**src/rtl/div_pkg.sv**
```systemverilog
// div_pkg: shared state type, counter sizing and divide-by-zero constant for seq_divider.
package div_pkg;

   typedef enum logic [1:0] {IDLE, RUN, DONE} div_state_t;

   localparam int MAX_W = 64;
   localparam logic [MAX_W-1:0] DIV0_QUOTIENT = '1;

   function automatic int count_w(input int n);
      return $clog2(n + 1);
   endfunction

endpackage

```
**src/rtl/carry_lookahead_adder.sv**
```systemverilog
// carry_lookahead_adder: generate/propagate adder, sum = a + b + cin with carry-out.
module carry_lookahead_adder #(
   parameter int N = 8
) (
   input  logic [N-1:0] a,
   input  logic [N-1:0] b,
   input  logic         cin,
   output logic [N-1:0] sum,
   output logic         cout
);

   logic [N-1:0] g;
   logic [N-1:0] p;
   logic [N:0]   c;

   assign g = a & b;
   assign p = a ^ b;

   always_comb begin
      c = '0;
      c[0] = cin;
      for (int i = 0; i < N; i++) c[i+1] = g[i] | (p[i] & c[i]);
   end

   assign sum  = p ^ c[N-1:0];
   assign cout = c[N];

endmodule

```
**src/rtl/seq_divider.sv**
```systemverilog
// seq_divider: radix-2 restoring divider, one quotient bit per clock.
// Define SIGNED_DIV_EN for two's-complement operands (adds one negation cycle).
module seq_divider
   import div_pkg::*;
#(
   parameter int N = 8
) (
   input  logic         clk,
   input  logic         rst_n,
   input  logic         start,
   input  logic [N-1:0] dividend,
   input  logic [N-1:0] divisor,
   output logic         busy,
   output logic         done,
   output logic [N-1:0] quotient,
   output logic [N-1:0] remainder,
   output logic         div_by_zero
);

   localparam int CW = count_w(N);

   div_state_t    state, state_nx;
   logic [CW-1:0] count;
   logic [N:0]    rreg, s, t, r_nx;
   logic [N-1:0]  qreg, dreg, q_nx;
   logic          cout, last, fin, unused_msb;

   assign s          = {rreg[N-1:0], qreg[N-1]};
   assign r_nx       = cout ? t : s;
   assign q_nx       = {qreg[N-2:0], cout};
   assign last       = (count == CW'(1));
   assign unused_msb = rreg[N];

   carry_lookahead_adder #(.N(N + 1)) u_sub (
      .a   (s),
      .b   (~{1'b0, dreg}),
      .cin (1'b1),
      .sum (t),
      .cout(cout)
   );

`ifdef SIGNED_DIV_EN
   logic sign_q, sign_r, fix;

   function automatic logic [N-1:0] mag(input logic [N-1:0] x);
      return x[N-1] ? -x : x;
   endfunction

   // the extra RUN cycle flagged by fix applies the sign correction
   assign fin = fix;
`else
   assign fin = last;
`endif

   always_ff @(posedge clk) begin
      if (!rst_n) state <= IDLE;
      else state <= state_nx;
   end

   always_comb begin
      state_nx = state;
      case (state)
         IDLE:    if (start) state_nx = (divisor == '0) ? DONE : RUN;
         RUN:     if (fin) state_nx = DONE;
         DONE:    state_nx = IDLE;
         default: state_nx = IDLE;
      endcase
   end

   assign busy = (state != IDLE);
   assign done = (state == DONE);

   always_ff @(posedge clk) begin
      if (!rst_n) begin
         count       <= '0;
         rreg        <= '0;
         qreg        <= '0;
         dreg        <= '0;
         quotient    <= '0;
         remainder   <= '0;
         div_by_zero <= 1'b0;
`ifdef SIGNED_DIV_EN
         sign_q      <= 1'b0;
         sign_r      <= 1'b0;
         fix         <= 1'b0;
`endif
      end else begin
         case (state)
            IDLE: if (start) begin
`ifdef SIGNED_DIV_EN
               dreg   <= mag(divisor);
               qreg   <= mag(dividend);
               sign_q <= dividend[N-1] ^ divisor[N-1];
               sign_r <= dividend[N-1];
               fix    <= 1'b0;
`else
               dreg   <= divisor;
               qreg   <= dividend;
`endif
               rreg   <= '0;
               count  <= CW'(N);
               div_by_zero <= (divisor == '0);
               if (divisor == '0) begin
                  quotient  <= DIV0_QUOTIENT[N-1:0];
                  remainder <= dividend;
               end
            end
            RUN: begin
`ifdef SIGNED_DIV_EN
               if (fix) begin
                  quotient  <= sign_q ? -qreg : qreg;
                  remainder <= sign_r ? -rreg[N-1:0] : rreg[N-1:0];
               end else begin
                  rreg  <= r_nx;
                  qreg  <= q_nx;
                  count <= count - CW'(1);
                  fix   <= last;
               end
`else
               rreg  <= r_nx;
               qreg  <= q_nx;
               count <= count - CW'(1);
               if (last) begin
                  quotient  <= q_nx;
                  remainder <= r_nx[N-1:0];
               end
`endif
            end
            default: ;
         endcase
      end
   end

endmodule

```
**config.mk**
```make
export PLATFORM = sky130hd
export DESIGN_NAME = seq_divider
export DESIGN_NICKNAME = d
export VERILOG_FILES = /design/src/rtl/div_pkg.sv /design/src/rtl/carry_lookahead_adder.sv /design/src/rtl/seq_divider.sv
export SDC_FILE = /design/constraint.sdc
export NUM_CORES = 1
export LEC_CHECK = 0
export ABC_CLOCK_PERIOD_IN_PS = 5500
export CAP_MARGIN = 10
export CORE_MARGIN = 1
export CORE_UTILIZATION = 30
export CTS_CLUSTER_DIAMETER = 100
export DETAILED_ROUTE_END_ITERATION = 8
export HOLD_SLACK_MARGIN = 0.15
export PLACE_DENSITY = 0.49
export SYNTH_ARGS = -nofsm -noshare
export SYNTH_HDL_FRONTEND = slang
export SYNTH_SLANG_ARGS = --single-unit
```
**constraint.sdc**
```tcl
create_clock -name clk -period 5.5 [get_ports clk]
set_clock_uncertainty 0.1 [all_clocks]
set_input_delay 1.375 -clock clk [delete_from_list [all_inputs] [get_ports clk]]
set_output_delay 1.375 -clock clk [all_outputs]
set_load 0.01 [all_outputs]
```
=== After elaboration in Yosys (flattened, before gate mapping) ===
Index checks and enable logic that the tools add are counted.

* Register bits: 47
* Bits of input ports: 19

* Add/subtract/negate cells: 1
* Equality and inequality tests: 6
* Multiplexer cells: 19
* Bitwise logic cells: 21
* Reduce and logical (&&, ||, !) cells: 8

{| class="wikitable"
|+ Operators by type and width
! operator !! number
|-
| 8-bit two-way mux || 9
|-
| 8-bit one-hot mux with 2 select lines || 4
|-
| 9-bit AND || 1
|-
| 8-bit NOT with 9-bit output || 1
|-
| 1-bit OR || 9
|-
| 9-bit XOR || 1
|-
| 1-bit AND || 8
|-
| 8-bit logical NOT || 1
|-
| 4-bit one-hot mux with 2 select lines || 1
|-
| 8-bit XOR || 1
|-
| 2-bit two-way mux || 3
|-
| 2-bit inequality test (second input constant) || 3
|-
| 2-bit AND reduction || 3
|-
| 4-bit by 1-bit == test with 1-bit output (second input constant) || 1
|-
| 4-bit two-way mux || 1
|-
| 2-bit one-hot mux with 2 select lines || 1
|-
| 4-bit AND reduction || 1
|-
| 2-bit nonzero test || 2
|-
| 4-bit by 1-bit subtractor with 4-bit output (second input constant) || 1
|-
| 2-bit by 1-bit == test with 1-bit output (second input constant) || 1
|-
| 2-bit == test (second input constant) || 1
|-
| 2-bit logical NOT || 1
|}

=== Logic depth before layout (Yosys ltp) ===
Gate-level depths: netlist of the first run.

* Depth in word-level cells: 22
* Depth in mapped cells: 16

=== Cells and area by module ===
Synthesis of the first run repeated with hierarchy kept, for this count alone.

* Cells, all modules: 240
* Area total of the unflattened synthesis: 2234.6 um^2

{| class="wikitable"
|+ Modules (own cells, without submodules)
! module !! instances !! cells an instance !! area an instance (um^2) !! seq. area each (um^2)
|-
| seq_divider || 1 || 221 || 2016.9 || 940.9
|-
| carry_lookahead_adder || 1 || 19 || 217.7 || 0.0
|}

=== Worst setup path before layout of the first run ===
No wires, ideal clock.

* Path type: register -> register
* Start: register qreg[7]
* End: register rreg[6]
* Setup time: 0.131 ns
* Arrival time: 3.882 ns
* Setup slack: 1.388 ns
* Stages on the path, launching flop included: 17
* Cells stage by stage: dfxtp_1 -> inv_1 -> ha_1 -> fa_1 -> fa_1 -> fa_1 -> fa_1 -> fa_1 -> fa_1 -> inv_1 -> fa_1 -> or2_2 -> clkbuf_1 -> clkbuf_1 -> nand2_1 -> o211ai_1 -> a21boi_0

* Cells in the longest elaborated chain, start to end: 20

{| class="wikitable"
|+ Ends and longest elaborated chain
! item !! line !! text
|-
| start, declared || seq_divider.sv:25 || <nowiki>logic [N-1:0] qreg, dreg, q_nx;</nowiki>
|-
| start signal, assigned || seq_divider.sv:98 || <nowiki>qreg <= dividend;</nowiki>
|-
| start signal, assigned || seq_divider.sv:121 || <nowiki>qreg <= q_nx;</nowiki>
|-
| 9-bit AND / 9-bit XOR (equally long branches) || carry_lookahead_adder.sv:16, carry_lookahead_adder.sv:17 ||
|-
| 1-bit OR (*) || carry_lookahead_adder.sv:22 || <nowiki>for (int i = 0; i < N; i++) c[i+1] = g[i] | (p[i] & c[i]);</nowiki>
|-
| 1-bit AND (*) || carry_lookahead_adder.sv:22 ||
|-
| 1-bit OR (*) || carry_lookahead_adder.sv:22 ||
|-
| 1-bit AND (*) || carry_lookahead_adder.sv:22 ||
|-
| 1-bit OR (*) || carry_lookahead_adder.sv:22 ||
|-
| 1-bit AND (*) || carry_lookahead_adder.sv:22 ||
|-
| 1-bit OR (*) || carry_lookahead_adder.sv:22 ||
|-
| (+4 left out) || -- ||
|-
| 1-bit AND || carry_lookahead_adder.sv:22 ||
|-
| 1-bit OR || carry_lookahead_adder.sv:22 ||
|-
| 1-bit AND || carry_lookahead_adder.sv:22 ||
|-
| 1-bit OR || carry_lookahead_adder.sv:22 ||
|-
| 1-bit AND || carry_lookahead_adder.sv:22 ||
|-
| 1-bit OR || carry_lookahead_adder.sv:22 ||
|-
| 8-bit two-way mux (*) || seq_divider.sv:29 || <nowiki>assign r_nx = cout ? t : s;</nowiki>
|-
| 8-bit one-hot mux with 2 select lines (*) || seq_divider.sv:88 || <nowiki>case (state)</nowiki>
|-
| end signal, assigned || seq_divider.sv:120 || <nowiki>rreg <= r_nx;</nowiki>
|-
| end, declared || seq_divider.sv:24 || <nowiki>logic [N:0] rreg, s, t, r_nx;</nowiki>
|}

Mark *: on every way between the ends. The rest lies on a longest branch, timed or not.
A chain may end at the register's enable or synchronous reset.

=== Final worst setup path of the first run ===
* Start: register qreg[7]
* End: register remainder[7]

* Cells in the longest elaborated chain, start to end: 21

{| class="wikitable"
|+ Ends and longest elaborated chain
! item !! line !! text
|-
| 9-bit AND / 9-bit XOR (equally long branches) || carry_lookahead_adder.sv:16, carry_lookahead_adder.sv:17 ||
|-
| 1-bit OR (*) || carry_lookahead_adder.sv:22 ||
|-
| 1-bit AND (*) || carry_lookahead_adder.sv:22 ||
|-
| 1-bit OR (*) || carry_lookahead_adder.sv:22 ||
|-
| 1-bit AND (*) || carry_lookahead_adder.sv:22 ||
|-
| 1-bit OR (*) || carry_lookahead_adder.sv:22 ||
|-
| 1-bit AND (*) || carry_lookahead_adder.sv:22 ||
|-
| 1-bit OR (*) || carry_lookahead_adder.sv:22 ||
|-
| (+5 left out) || -- ||
|-
| 1-bit OR (*) || carry_lookahead_adder.sv:22 ||
|-
| 1-bit AND || carry_lookahead_adder.sv:22 ||
|-
| 1-bit OR || carry_lookahead_adder.sv:22 ||
|-
| 1-bit AND || carry_lookahead_adder.sv:22 ||
|-
| 1-bit OR || carry_lookahead_adder.sv:22 ||
|-
| 8-bit two-way mux (*) || seq_divider.sv:29 ||
|-
| 8-bit two-way mux (*) || seq_divider.sv:123 || <nowiki>if (last) begin</nowiki>
|-
| 8-bit one-hot mux with 2 select lines (*) || seq_divider.sv:88 ||
|-
| end signal, assigned || seq_divider.sv:105 || <nowiki>remainder <= dividend;</nowiki>
|-
| end signal, assigned || seq_divider.sv:125 || <nowiki>remainder <= r_nx[N-1:0];</nowiki>
|-
| end, declared || seq_divider.sv:16 || <nowiki>output logic [N-1:0] remainder,</nowiki>
|}

Mark *: on every way between the ends. The rest lies on a longest branch, timed or not. The select of a mux whose other input is x is not followed.

==> metrics.md, run 1 <==
| Metric | Value |
|---|---|
| CTS Buf Count | 5 |
| Input/output buffers | 37 |
| RSZ-0062 raised after global routing | no |
| Clock Tree Root | clkbuf_8 |
| Combinational share of power | approximately 22% |
| Hold Path Origin | remainder[7] |
| First-pass GRT wire length | slightly below 9000 um |
| Initial DRC count | 41 |
| Clock transition at path regs | approximately 90 ps |
| Most frequent CP cell | fa_1 |
| Post-synthesis cell type count | 33 |
| Share of layout cells above drive strength 1 | 5.76% |
| CP required | around 5600 ps |
| Hold endpoint | remainder[7] |
| Cell Pwr Density | ~290 nW/um^2 |
| RD Place Congestion | around 0.73 |
| Wire length per cell | about 14 um |
| Chip width | 87.5 um |
| Die area | 7650 um^2 |
| Leakage | between 0.9 and 1 nW |
| Ant. Diodes | 0 |
| Slowest stage cell, crit path | fa_1 |
| Sw Share | between 30% and 40% |
| Final min period | around 4300 ps |
| Sequential share of power | 49.7% |
| Sum Neg Setup Slack | 0 ps |
| Clock power share | 27.9% |
| Tightest Pin Transition | a little over 1000 ps |
| Starting Density | around a third |
| Vias/cell | 4.70 |
| Vias in the first global route | between 1500 and 2000 |
| Final cycle utilization of the critical path | about four fifths |
| Status | complete, no violations |
| Internal | between 0.0005 and 0.0006 W |
| Critical path class | register to register |
| Core area | a little under 7000 um^2 |
| Rel. slew slack | a little under a third |
| Number of max-cap violations | 0 |
| Post-CTS Resized | 0 |
| Synth Register Bits | between 40 and 50 |
| FMAX | about 230 MHz |
| Final setup fails | 0 |
| Cells after synthesis | 249 |
| Worst min path class | register to register |
| Rows | 30 |
| Worst setup EP type | register |
| H-tree depth | 2 |
| DP HPWL | about 3700 um |
| Final layout net count | about 300 |
| Final worst hold slack | around 350 ps |
| R2R Path End | remainder[7] |
| Crit path DAT | ~4400 ps |
| Syn_nets | roughly 280 |
| Cells on Worst Hold Path | 2 |
| R2R Path Start | qreg[7] |
| Remaining DRCs | 0 |
| CTS tree | done |
| Most common cell after layout, fill and taps aside | nand2_1 |
| R2R setup slack | about 1200 ps |
| Setup crit start | qreg[7] |
| Largest net degree at the start of global routing | a little under 50 |
| Largest vdd supply drop | roughly 140 uV |
| Area grow syn2layout | 22.5% |
| Sequential area share after synthesis | a little over two fifths |
| Max Slew Vio Count | 0 |
| Post-Route WL | about 5300 um |
| IO Pins | 38 |
| Initial antenna violation count | 0 |
| Reg2Reg Depth | 14 |
| CP Cell Sequence | inv_1 -> ha_1 -> fa_1 -> fa_1 -> fa_1 -> fa_1 -> fa_1 -> fa_1 -> inv_1 -> fa_1 -> o21ai_0 -> o211ai_1 -> o211ai_1 -> o21ai_1 |
| Mapped cell area | 2190 um^2 |
| Worst-skew pair later-pin latency | ~310 ps |
| Post-route ant nets | 0 |
| Synthesis Warnings | 0 |
| Drt first pass iters | 4 |
| Max clock buf depth | 2 |
| Slowest stage delay, CP | 420 ps |
| Commonest cells after routing, fill and taps aside | 63 x nand2_1, 47 x dfxtp_1, 36 x clkdlybuf4s50_1, 16 x a21boi_0, 15 x a31oi_1 |
| CP max FO | 3 |
| Die height | roughly 87 um |
| Switching pwr | approximately 0.00024 W |
| Setup crit start kind | register |
| Post-CTS Setup Bufs | 0 |
| Syn avg cell area | about 8.8 um^2 |
| Vias | between 1500 and 2000 |
| Hold-fix buffers at CTS | 0 |
| GRT Total Usage | 15.7% |
| Final Hold Viols | 0 |
| CTS Sinks | 47 |
| Congestion Overflow GR | 0 |
-- metal layers --
layer	GRT usage, %	routed length [um]	vias up
met2	24.8	2480	20
met3	3.03	127	11
met1	20.7	2590	824
met5	0	0	-
met4	6.86	117	0
li1	-	-	901
-- Yosys cell counts --
| cell type | count | area, um^2 |
|---|---|---|
| or2_1 | 1 | 6.26 |
| nor4_1 | 1 | 6.26 |
| or4_1 | 1 | 7.51 |
| nor2_1 | 3 | 11.3 |
| nor3_4 | 1 | 16.3 |
| nor3b_1 | 1 | 7.51 |
| ha_1 | 3 | 37.5 |
| buf_12 | 1 | 20.0 |
| inv_1 | 12 | 45.0 |
| xnor2_1 | 2 | 17.5 |
| and3_1 | 2 | 12.5 |
| o21ai_1 | 1 | 5.00 |
| a21boi_0 | 16 | 120 |
| and2_1 | 3 | 18.8 |
| nor2b_1 | 4 | 25.0 |
| nor3_1 | 1 | 5.00 |
| a31oi_1 | 15 | 93.8 |
| o31ai_1 | 7 | 52.6 |
| or3b_1 | 1 | 8.76 |
| nand2b_1 | 1 | 6.26 |
| a21oi_1 | 3 | 15.0 |
| nand2_1 | 63 | 236 |
| or2_2 | 3 | 18.8 |
| or4_4 | 1 | 11.3 |
| dfxtp_1 | 47 | 941 |
| fa_1 | 7 | 140 |
| clkbuf_1 | 15 | 56.3 |
| o21ai_0 | 11 | 55.1 |
| mux2i_1 | 8 | 80.1 |
| buf_6 | 1 | 11.3 |
| nor3b_2 | 1 | 12.5 |
| o21a_1 | 3 | 22.5 |
| o211ai_1 | 9 | 67.6 |
-- stage by stage --
step / instance area (um^2) / setup slack, ps / utilization (%) / instances / total power [W]
after detailed placement: 2600 / 1210 / 37.6 / 366 / 0.000565
after floorplan: 2190 / 1390 / - / 249 / 0.000509
after CTS: 2680 / 1180 / 38.9 / 374 / 0.000780
after global routing: 2680 / 986 / 38.9 / 374 / 0.000820
final: 2680 / 1180 / 38.9 / 374 / 0.000770
after global placement: 2600 / 1260 / 37.6 / 366 / 0.000562
-- how the worst max path moves through the flow --
| stage | endpoint | slack (ps) | cells past startpoint |
|---|---|---|---|
| 2_1_floorplan | rreg[6] | 1390 | 16 |
| 3_3_place_gp | remainder[7] | 1260 | 14 |
| 3_5_place_dp | remainder[7] | 1210 | 14 |
| 4_1_cts | remainder[7] | 1180 | 14 |
| 5_1_grt | remainder[7] | 990 | 14 |
| 6_report | remainder[7] | 1180 | 14 |
-- final cells by class --
class | instances | area [um^2]
clock inverter | 3 | 18.8
tap | 96 | 120
sequential | 47 | 941
clock buffer | 5 | 68.8
fill | 748 | 4220
multi-input combinational | 173 | 1120
inverter | 12 | 45.0
timing repair buffer | 38 | 373
-- worst max-delay path, delay by kind of cell, from the launching register on --
family,cells,cell delay [ps]
buffers and inverters,2,140
DFF,1,400
adders and majority gates,8,2980
AOI/OAI and AO/OA,4,570
-- registers in the layout (all words and copies together), names as in the netlist --
signal       count
div_by_zero      1
quotient         8
qreg             8
rreg             8
dreg             8
count            4
remainder        8
state            2
-- logic make-up (layout without fill, tap and decap cells) --
kind of cell / Yosys count / in the layout / share of synthesized area, %
AO/OA/AOI/OAI: 65 / 65 / 19.7
multiplexers: 8 / 8 / 3.66
buffers and inverters: 29 / 58 / 6.05
flip-flops: 47 / 47 / 42.9
adder cells (fa/ha/maj): 10 / 10 / 8.11
AND/OR/NAND/NOR: 88 / 88 / 18.7
XOR/XNOR: 2 / 2 / 0.800
-- power groups by stage --
stage / clock [W] / combinational (W) / sequential [W]
after floorplan: 0 / 0.000120 / 0.000389
after global placement: 0 / 0.000171 / 0.000391
after detailed placement: 0 / 0.000174 / 0.000391
after CTS: 0.000221 / 0.000175 / 0.000383
after global routing: 0.000232 / 0.000200 / 0.000387
final: 0.000215 / 0.000173 / 0.000383
Power figures use the tool's default switching activity.
==> run 2, diff against run 1 <==
Settings changed: ABC_CLOCK_PERIOD_IN_PS 5500 to 4250.
Clock period 5.5 ns to 4.25 ns, I/O delays scaled along.
==> run 2 against run 1 <==
Die area stayed put. Final cell count rose by 1.3%. Wire length is 0.75% lower. Worst hold slack got worse by 2.0 ps. Core utilization up 1.1 points. Sequential power up 30%. Register-to-register slack got worse by 930 ps. Via count rose by 2.3%. First-iteration DRC count rose by 66%.
==> metrics.md, run 2 (synthesized netlist as in run 1, its figures left out) <==
| Metric | Value |
|---|---|
| Design area | 2760 um^2 (was 2680 um^2) |
| Crit path buffers/inverters | 2 (unchanged) |
| Slowest stage delay, CP | 400 ps (was 420 ps) |
| Vias/cell | 4.74 (was 4.70) |
| First-pass GRT wire length | 8870 um (was 8940 um) |
| FMAX | 250 MHz (was 232 MHz) |
| Largest net degree at the start of global routing | 30 (was 49) |
| Top delay family on crit path | adder cells (unchanged) |
| R2R setup slack | 250 ps (was 1180 ps) |
| Die area | 7650 um^2 (unchanged) |
| Setup slack after layout | 254 ps (was 1180 ps) |
| DP HPWL | 3860 um (was 3730 um) |
| Post-DP Area | 2650 um^2 (was 2600 um^2) |
| H-tree depth | 2 (unchanged) |
| Sequential share of power | 47.1% (was 49.7%) |
| Tightest Pin Transition | 994 ps (was 1030 ps) |
| Post-CTS Setup Bufs | 0 (unchanged) |
| Metal-1 WL | 2510 um (was 2590 um) |
| Drt first pass iters | 4 (unchanged) |
| CP required | 4340 ps (was 5580 ps) |
| Sum Neg Setup Slack | 0 ps (unchanged) |
| # fillers | 733 (was 748) |
| Final cycle utilization of the critical path | 94.0% (was 78.5%) |
| Final layout net count | 312 (was 306) |
| GRT Total Usage | 15.4% (was 15.7%) |
| Worst min path class | register to register (unchanged) |
| Reg2Reg Depth | 14 (unchanged) |
| IO Pins | 38 (unchanged) |
| Share of layout cells above drive strength 1 | 7.42% (was 5.76%) |
| CP max FO | 3 (unchanged) |
| Starting Density | 31.7% (unchanged) |
| Crit path DAT | 4090 ps (was 4400 ps) |
| Worst-skew pair later-pin latency | 310 ps (about the same) |
| Remaining DRCs | 0 (unchanged) |
| Input/output buffers | 37 (unchanged) |
| Hold-fix buffers at CTS | 0 (unchanged) |
| Slowest stage cell, crit path | fa_1 (unchanged) |
| Rel. slew slack | 33.7% (was 31.6%) |
| Clock transition at path regs | 80 ps (was 90 ps) |
| Worst setup EP type | register (unchanged) |
| CTS tree | done (unchanged) |
| R2R Path End | remainder[7] (unchanged) |
| Leakage | 1.01 nW (was 0.979 nW) |
| CP Cell Sequence | inv_1 -> ha_1 -> fa_1 -> fa_1 -> fa_1 -> fa_1 -> fa_2 -> fa_1 -> inv_1 -> fa_1 -> o21ai_0 -> o211ai_1 -> o211ai_1 -> o21ai_1 (was inv_1 -> ha_1 -> fa_1 -> fa_1 -> fa_1 -> fa_1 -> fa_1 -> fa_1 -> inv_1 -> fa_1 -> o21ai_0 -> o211ai_1 -> o211ai_1 -> o21ai_1) |
| Sw Share | 29.2% (was 31.5%) |
| Combinational share of power | 21.8% (was 22.4%) |
| Largest vdd supply drop | 119 uV (was 142 uV) |
| Pwr Total | 0.00105 W (was 0.000770 W) |
| Final Hold Viols | 0 (unchanged) |
| Switching pwr | 0.000308 W (was 0.000243 W) |
| CTS Buf Count | 5 (unchanged) |
| Setup crit start kind | register (unchanged) |
| Met2 WL | 2530 um (was 2480 um) |
| Vias in the first global route | 1759 (was 1869) |
| Rows | 30 (unchanged) |
| Area grow syn2layout | 25.9% (was 22.5%) |
| Setup crit start | qreg[7] (unchanged) |
| CTS Sinks | 47 (unchanged) |
| Most common cell after layout, fill and taps aside | nand2_1 (unchanged) |
| Vias | 1796 (was 1756) |
| Post-CTS Resized | 0 (unchanged) |
| Die height | 87.5 um (unchanged) |
| Initial antenna violation count | 0 (unchanged) |
| Number of max-cap violations | 0 (unchanged) |
| Ant. Diodes | 0 (unchanged) |
| Cell Pwr Density | 382 nW/um^2 (was 287 nW/um^2) |
| Crit path to | remainder[7] (unchanged) |
| Highest metal used | met4 (unchanged) |
| Final min period | 4000 ps (was 4320 ps) |
| Wire length per cell | 13.9 um (was 14.2 um) |
| Congestion Overflow GR | 0 (unchanged) |
| RD Place Congestion | 0.770 (was 0.726) |
| Final worst hold slack | 351 ps (was 353 ps) |
| Initial DRC count | 68 (was 41) |
| R2R Path Start | qreg[7] (unchanged) |
| DP Worst Slack | 152 ps (was 1210 ps) |
| Post-Route WL | 5280 um (was 5320 um) |
| Critical path class | register to register (unchanged) |
| Commonest cells after routing, fill and taps aside | 63 x nand2_1, 47 x dfxtp_1, 37 x clkdlybuf4s50_1, 16 x a21boi_0, 15 x a31oi_1 (was 63 x nand2_1, 47 x dfxtp_1, 36 x clkdlybuf4s50_1, 16 x a21boi_0, 15 x a31oi_1) |
| Internal | 0.000746 W (was 0.000527 W) |
| Clock power share | 31.1% (was 27.9%) |
| Max clock buf depth | 2 (unchanged) |
| Final setup fails | 0 (unchanged) |
| Clock Tree Root | clkbuf_8 (unchanged) |
| Most frequent CP cell | fa_1 (unchanged) |
| Met3 Wirelength | 158 um (was 127 um) |
| Post-route ant nets | 0 (unchanged) |
| RSZ-0062 raised after global routing | no (unchanged) |
| Status | complete, no violations (unchanged) |
| Core area | 6910 um^2 (unchanged) |
| Chip width | 87.5 um (unchanged) |
| Max Slew Vio Count | 0 (unchanged) |
| Critical Path Stages | 14 (unchanged) |
==> run 2: changes by cell type in the layout (fill, tap and decap cells not counted), sizes merged <==
cell | before | now
bufinv | 0 | 1
clkinv | 2 | 0
clkdlybuf4s50 | 36 | 37
buf | 2 | 7
inv | 13 | 12
clkinvlp | 0 | 1
==> run 2: per-layer routing <==
| layer | up-vias | global-route usage [%] |
|---|---|---|
| met3 | 7 | 2.84 |
| met1 | 848 | 19.9 |
| met5 | - | 0 |
| met4 | 0 | 5.37 |
| li1 | 916 | - |
| met2 | 25 | 25.6 |
==> run 2: worst min path at each step <==
stage,start,endpoint,slack [ps],cells after the start
2_1_floorplan,dreg[7],dreg[7],340,2
3_3_place_gp,remainder[7],remainder[7],340,2
3_5_place_dp,remainder[7],remainder[7],340,2
4_1_cts,remainder[7],remainder[7],360,2
5_1_grt,remainder[7],remainder[7],380,2
6_report,remainder[7],remainder[7],350,2
==> run 2: stage by stage <==
step	std cells	util (%)
floorplan	249	-
global placement	372	38.3
detailed placement	372	38.3
CTS	379	39.9
global route	379	39.9
finish	379	39.9
==> run 2: area by class of cell <==
| class | instances | area (um^2) | share of cell area [%] |
|---|---|---|---|
| Clock buffer | 5 | 68.8 | 2.50 |
| Clock inverter | 2 | 37.5 | 1.36 |
| Timing Repair Buffer | 44 | 423 | 15.3 |
| Sequential cell | 47 | 941 | 34.1 |
| Multi-Input combinational cell | 173 | 1120 | 40.7 |
| Tap cell | 96 | 120 | 4.36 |
| Inverter | 12 | 45.0 | 1.63 |
==> run 2: power groups by stage <==
stage / Clock (W) / Sequential, W / Combinational, W
floorplan: 0 / 0.000503 / 0.000156
global placement: 0 / 0.000507 / 0.000227
detailed placement: 0 / 0.000507 / 0.000228
CTS: 0.000335 / 0.000497 / 0.000229
global route: 0.000356 / 0.000501 / 0.000265
finish: 0.000328 / 0.000497 / 0.000230
==> run 2: tightest hold or removal path: stages (launching register included) <==
cell	delay (ps)
dfxtp_1	320
nand2_1	50
o21ai_1	50
==> run 3, diff against run 2 <==
Settings changed: SKIP_LAST_GASP set to 1.
==> results of run 3 <==
Same layout as run 2: the final DEF is identical, and so are final timing and power.
==> variant, RTL diff (settings of run 1) <==
The option `SIGNED_DIV_EN` is turned on by a define.
--- a/src/rtl/seq_divider.sv
+++ b/src/rtl/seq_divider.sv
@@ -2,2 +2,4 @@
 // Define SIGNED_DIV_EN for two's-complement operands (adds one negation cycle).
+`define SIGNED_DIV_EN
+
 module seq_divider
Behaviour: not the same (a bounded check fails within 10 cycles, from zero or initial values and one cycle with rst_n low).
==> variant against run 1 <==
Wire length increased by 36%; total power increased by 9.2%; final area increased by 28%; area after synthesis increased by 33%; setup slack improved by 0.26 ns; final cell count increased by 33%; sequential cell count increased by 3; critical path type unchanged; critical endpoint is now rreg[6]$_SDFFE_PN0P_.
==> variant: results (changes against run 1) <==
| Metric | Value |
|---|---|
| Layout net count | `400 (+31%)` |
| Net switching power | `269.7 uW (+11%)` |
| Htree depth | `2 (unchanged)` |
| Share of layout cells above drive strength 1 | `7.065% (+1.3 points)` |
| Root buffer cell | `clkbuf_8` |
| Syn Inst Count | `344 (+38%)` |
| Vias after detailed routing | `2,491 (+42%)` |
| Hold WC Path Type | `flop to flop` |
| Crit-path max FO | `10 (+7)` |
| Post_cts resized | `0 (unchanged)` |
| Clk slew on worst S/H paths | `0.10 ns` |
| CTS buffer count | `5 (unchanged)` |
| Crit path max-delay cell type | `fa_1` |
| Initial DRC count | `105 (+160%)` |
| Fillers | `963 (+29%)` |
| TritonRoute pass-1 iters | `4 (unchanged)` |
| Vias per Instance | `5.012 (+6.7%)` |
| Clock tree buffer depth | `2 (unchanged)` |
| Largest net degree at the start of global routing | `31 (-37%)` |
| Synthesized Nets | `377 (+36%)` |
| Total Routing Usage GR | `15.55% (-0.12 points)` |
| VDD IR max | `0.1068 mV (-25%)` |
| Post-CTS setup buffers | `0 (unchanged)` |
| Routed WL | `7233 microns (+36%)` |
| Synth cell types | `55 (+67%)` |
| Register area share after synthesis | `34.35% (-8.6 points)` |
| First-pass GRT wire length | `12,340 microns (+38%)` |
| Top post-synthesis cells by area | `dfxtp_1, fa_1, nand2_1` |
| Initial antenna violation count | `0 (unchanged)` |
| Pleak | `1.238 nW (+27%)` |
| Synth top cells by count | `dfxtp_1, nand2_1, nor2_1` |
| Placed cell count | `489 (+34%)` |
| Most common flop cell mapped by yosys | `dfxtp_1` |
| CP top delay family | `adder cells` |
| Ant. Diodes | `0 (unchanged)` |
| Asr flop ratio synth | `0% (unchanged)` |
| Outcome | `finished clean` |
| Clock latency on the worst-skew pair | `0.30 ns` |
| Port bufs | `37 (unchanged)` |
| Post-DP HPWL | `5309 microns (+42%)` |
| Worst-Margin Slew | `0.9850 ns (-0.04108 ns)` |
| Ys Warns | `0 (unchanged)` |
| Gpl congestion | `0.7774 (+7.1%)` |
| Worst EP arrival | `4.14 ns (-0.26 ns)` |
| Crit path largest cell delay | `0.39 ns (-0.03 ns)` |
| ANT nets after route | `0 (unchanged)` |
## variant: through the flow
step / cell area (sq um) / worst slack, ns / hold slack (ns) / util (%) / power (mW)
floorplan: 2914 / 1.672 / 0.3400 / - / 0.5727
global placement: 3352 / 1.441 / 0.3481 / 35.94 / 0.6340
detailed placement: 3352 / 1.439 / 0.3565 / 35.94 / 0.6354
CTS: 3438 / 1.392 / 0.3713 / 36.86 / 0.8544
global route: 3438 / 1.126 / 0.3930 / 36.86 / 0.8998
finish: 3438 / 1.440 / 0.3653 / 36.86 / 0.8410
## variant: final timing paths
check                           slack [ns]                      start                         to  depth (start not counted)
worst max-delay path                  1.44       qreg[7]$_SDFFE_PN0P_       rreg[6]$_SDFFE_PN0P_                         17
worst min-delay path                  0.37  remainder[2]$_SDFFE_PN0P_  remainder[2]$_SDFFE_PN0P_                          2
worst max register to register        1.44       qreg[7]$_SDFFE_PN0P_       rreg[6]$_SDFFE_PN0P_                         17
worst min register to register        0.37  remainder[2]$_SDFFE_PN0P_  remainder[2]$_SDFFE_PN0P_                          2
## variant: power by group through the flow
stage	sequential (mW)	combinational, mW	clock (mW)
CTS	0.411	0.216	0.226
detailed placement	0.420	0.215	0
global placement	0.420	0.214	0
floorplan	0.409	0.164	0
global route	0.415	0.248	0.237
finish	0.411	0.214	0.216
## variant: routing by layer
| layer | routed length (microns) | track usage [%] | share of wire, % | up-vias |
|---|---|---|---|---|
| met2 | 3685 | 28.77 | 51 | 39 |
| met1 | 3284 | 18.92 | 45 | 1173 |
| met4 | 50 | 3.456 | 0.69 | 0 |
| met3 | 212 | 2.288 | 2.9 | 4 |
| li1 | - | - | - | 1275 |
| met5 | 0 | 0 | 0 | - |
## variant: final cells by class
type / count / area share [%]
Multi-Input combinational cell: 244 / 49.53
Sequential cell: 50 / 29.11
Timing Repair Buffer: 39 / 11.21
Tap cell: 129 / 4.694
Inverter: 27 / 2.948
Clock buffer: 6 / 2.111
Clock inverter: 2 / 0.4003
## variant: logic make-up after synthesis
group,Yosys count,share of synthesized area (%)
AOI/OAI and AO/OA,95,23.49
buffers and inverters,50,7.213
DFF,50,34.35
muxes,11,3.993
adders and majority gates,14,7.814
xor gates and xnor gates,15,4.509
and+or+nand+nor,109,18.63
## variant: worst min-delay path, delay by kind of cell (launching register included)
family             cells  cell delay [ns]
AOI/OAI and AO/OA      1             0.05
and+or+nand+nor        1             0.06
DFF                    1             0.32
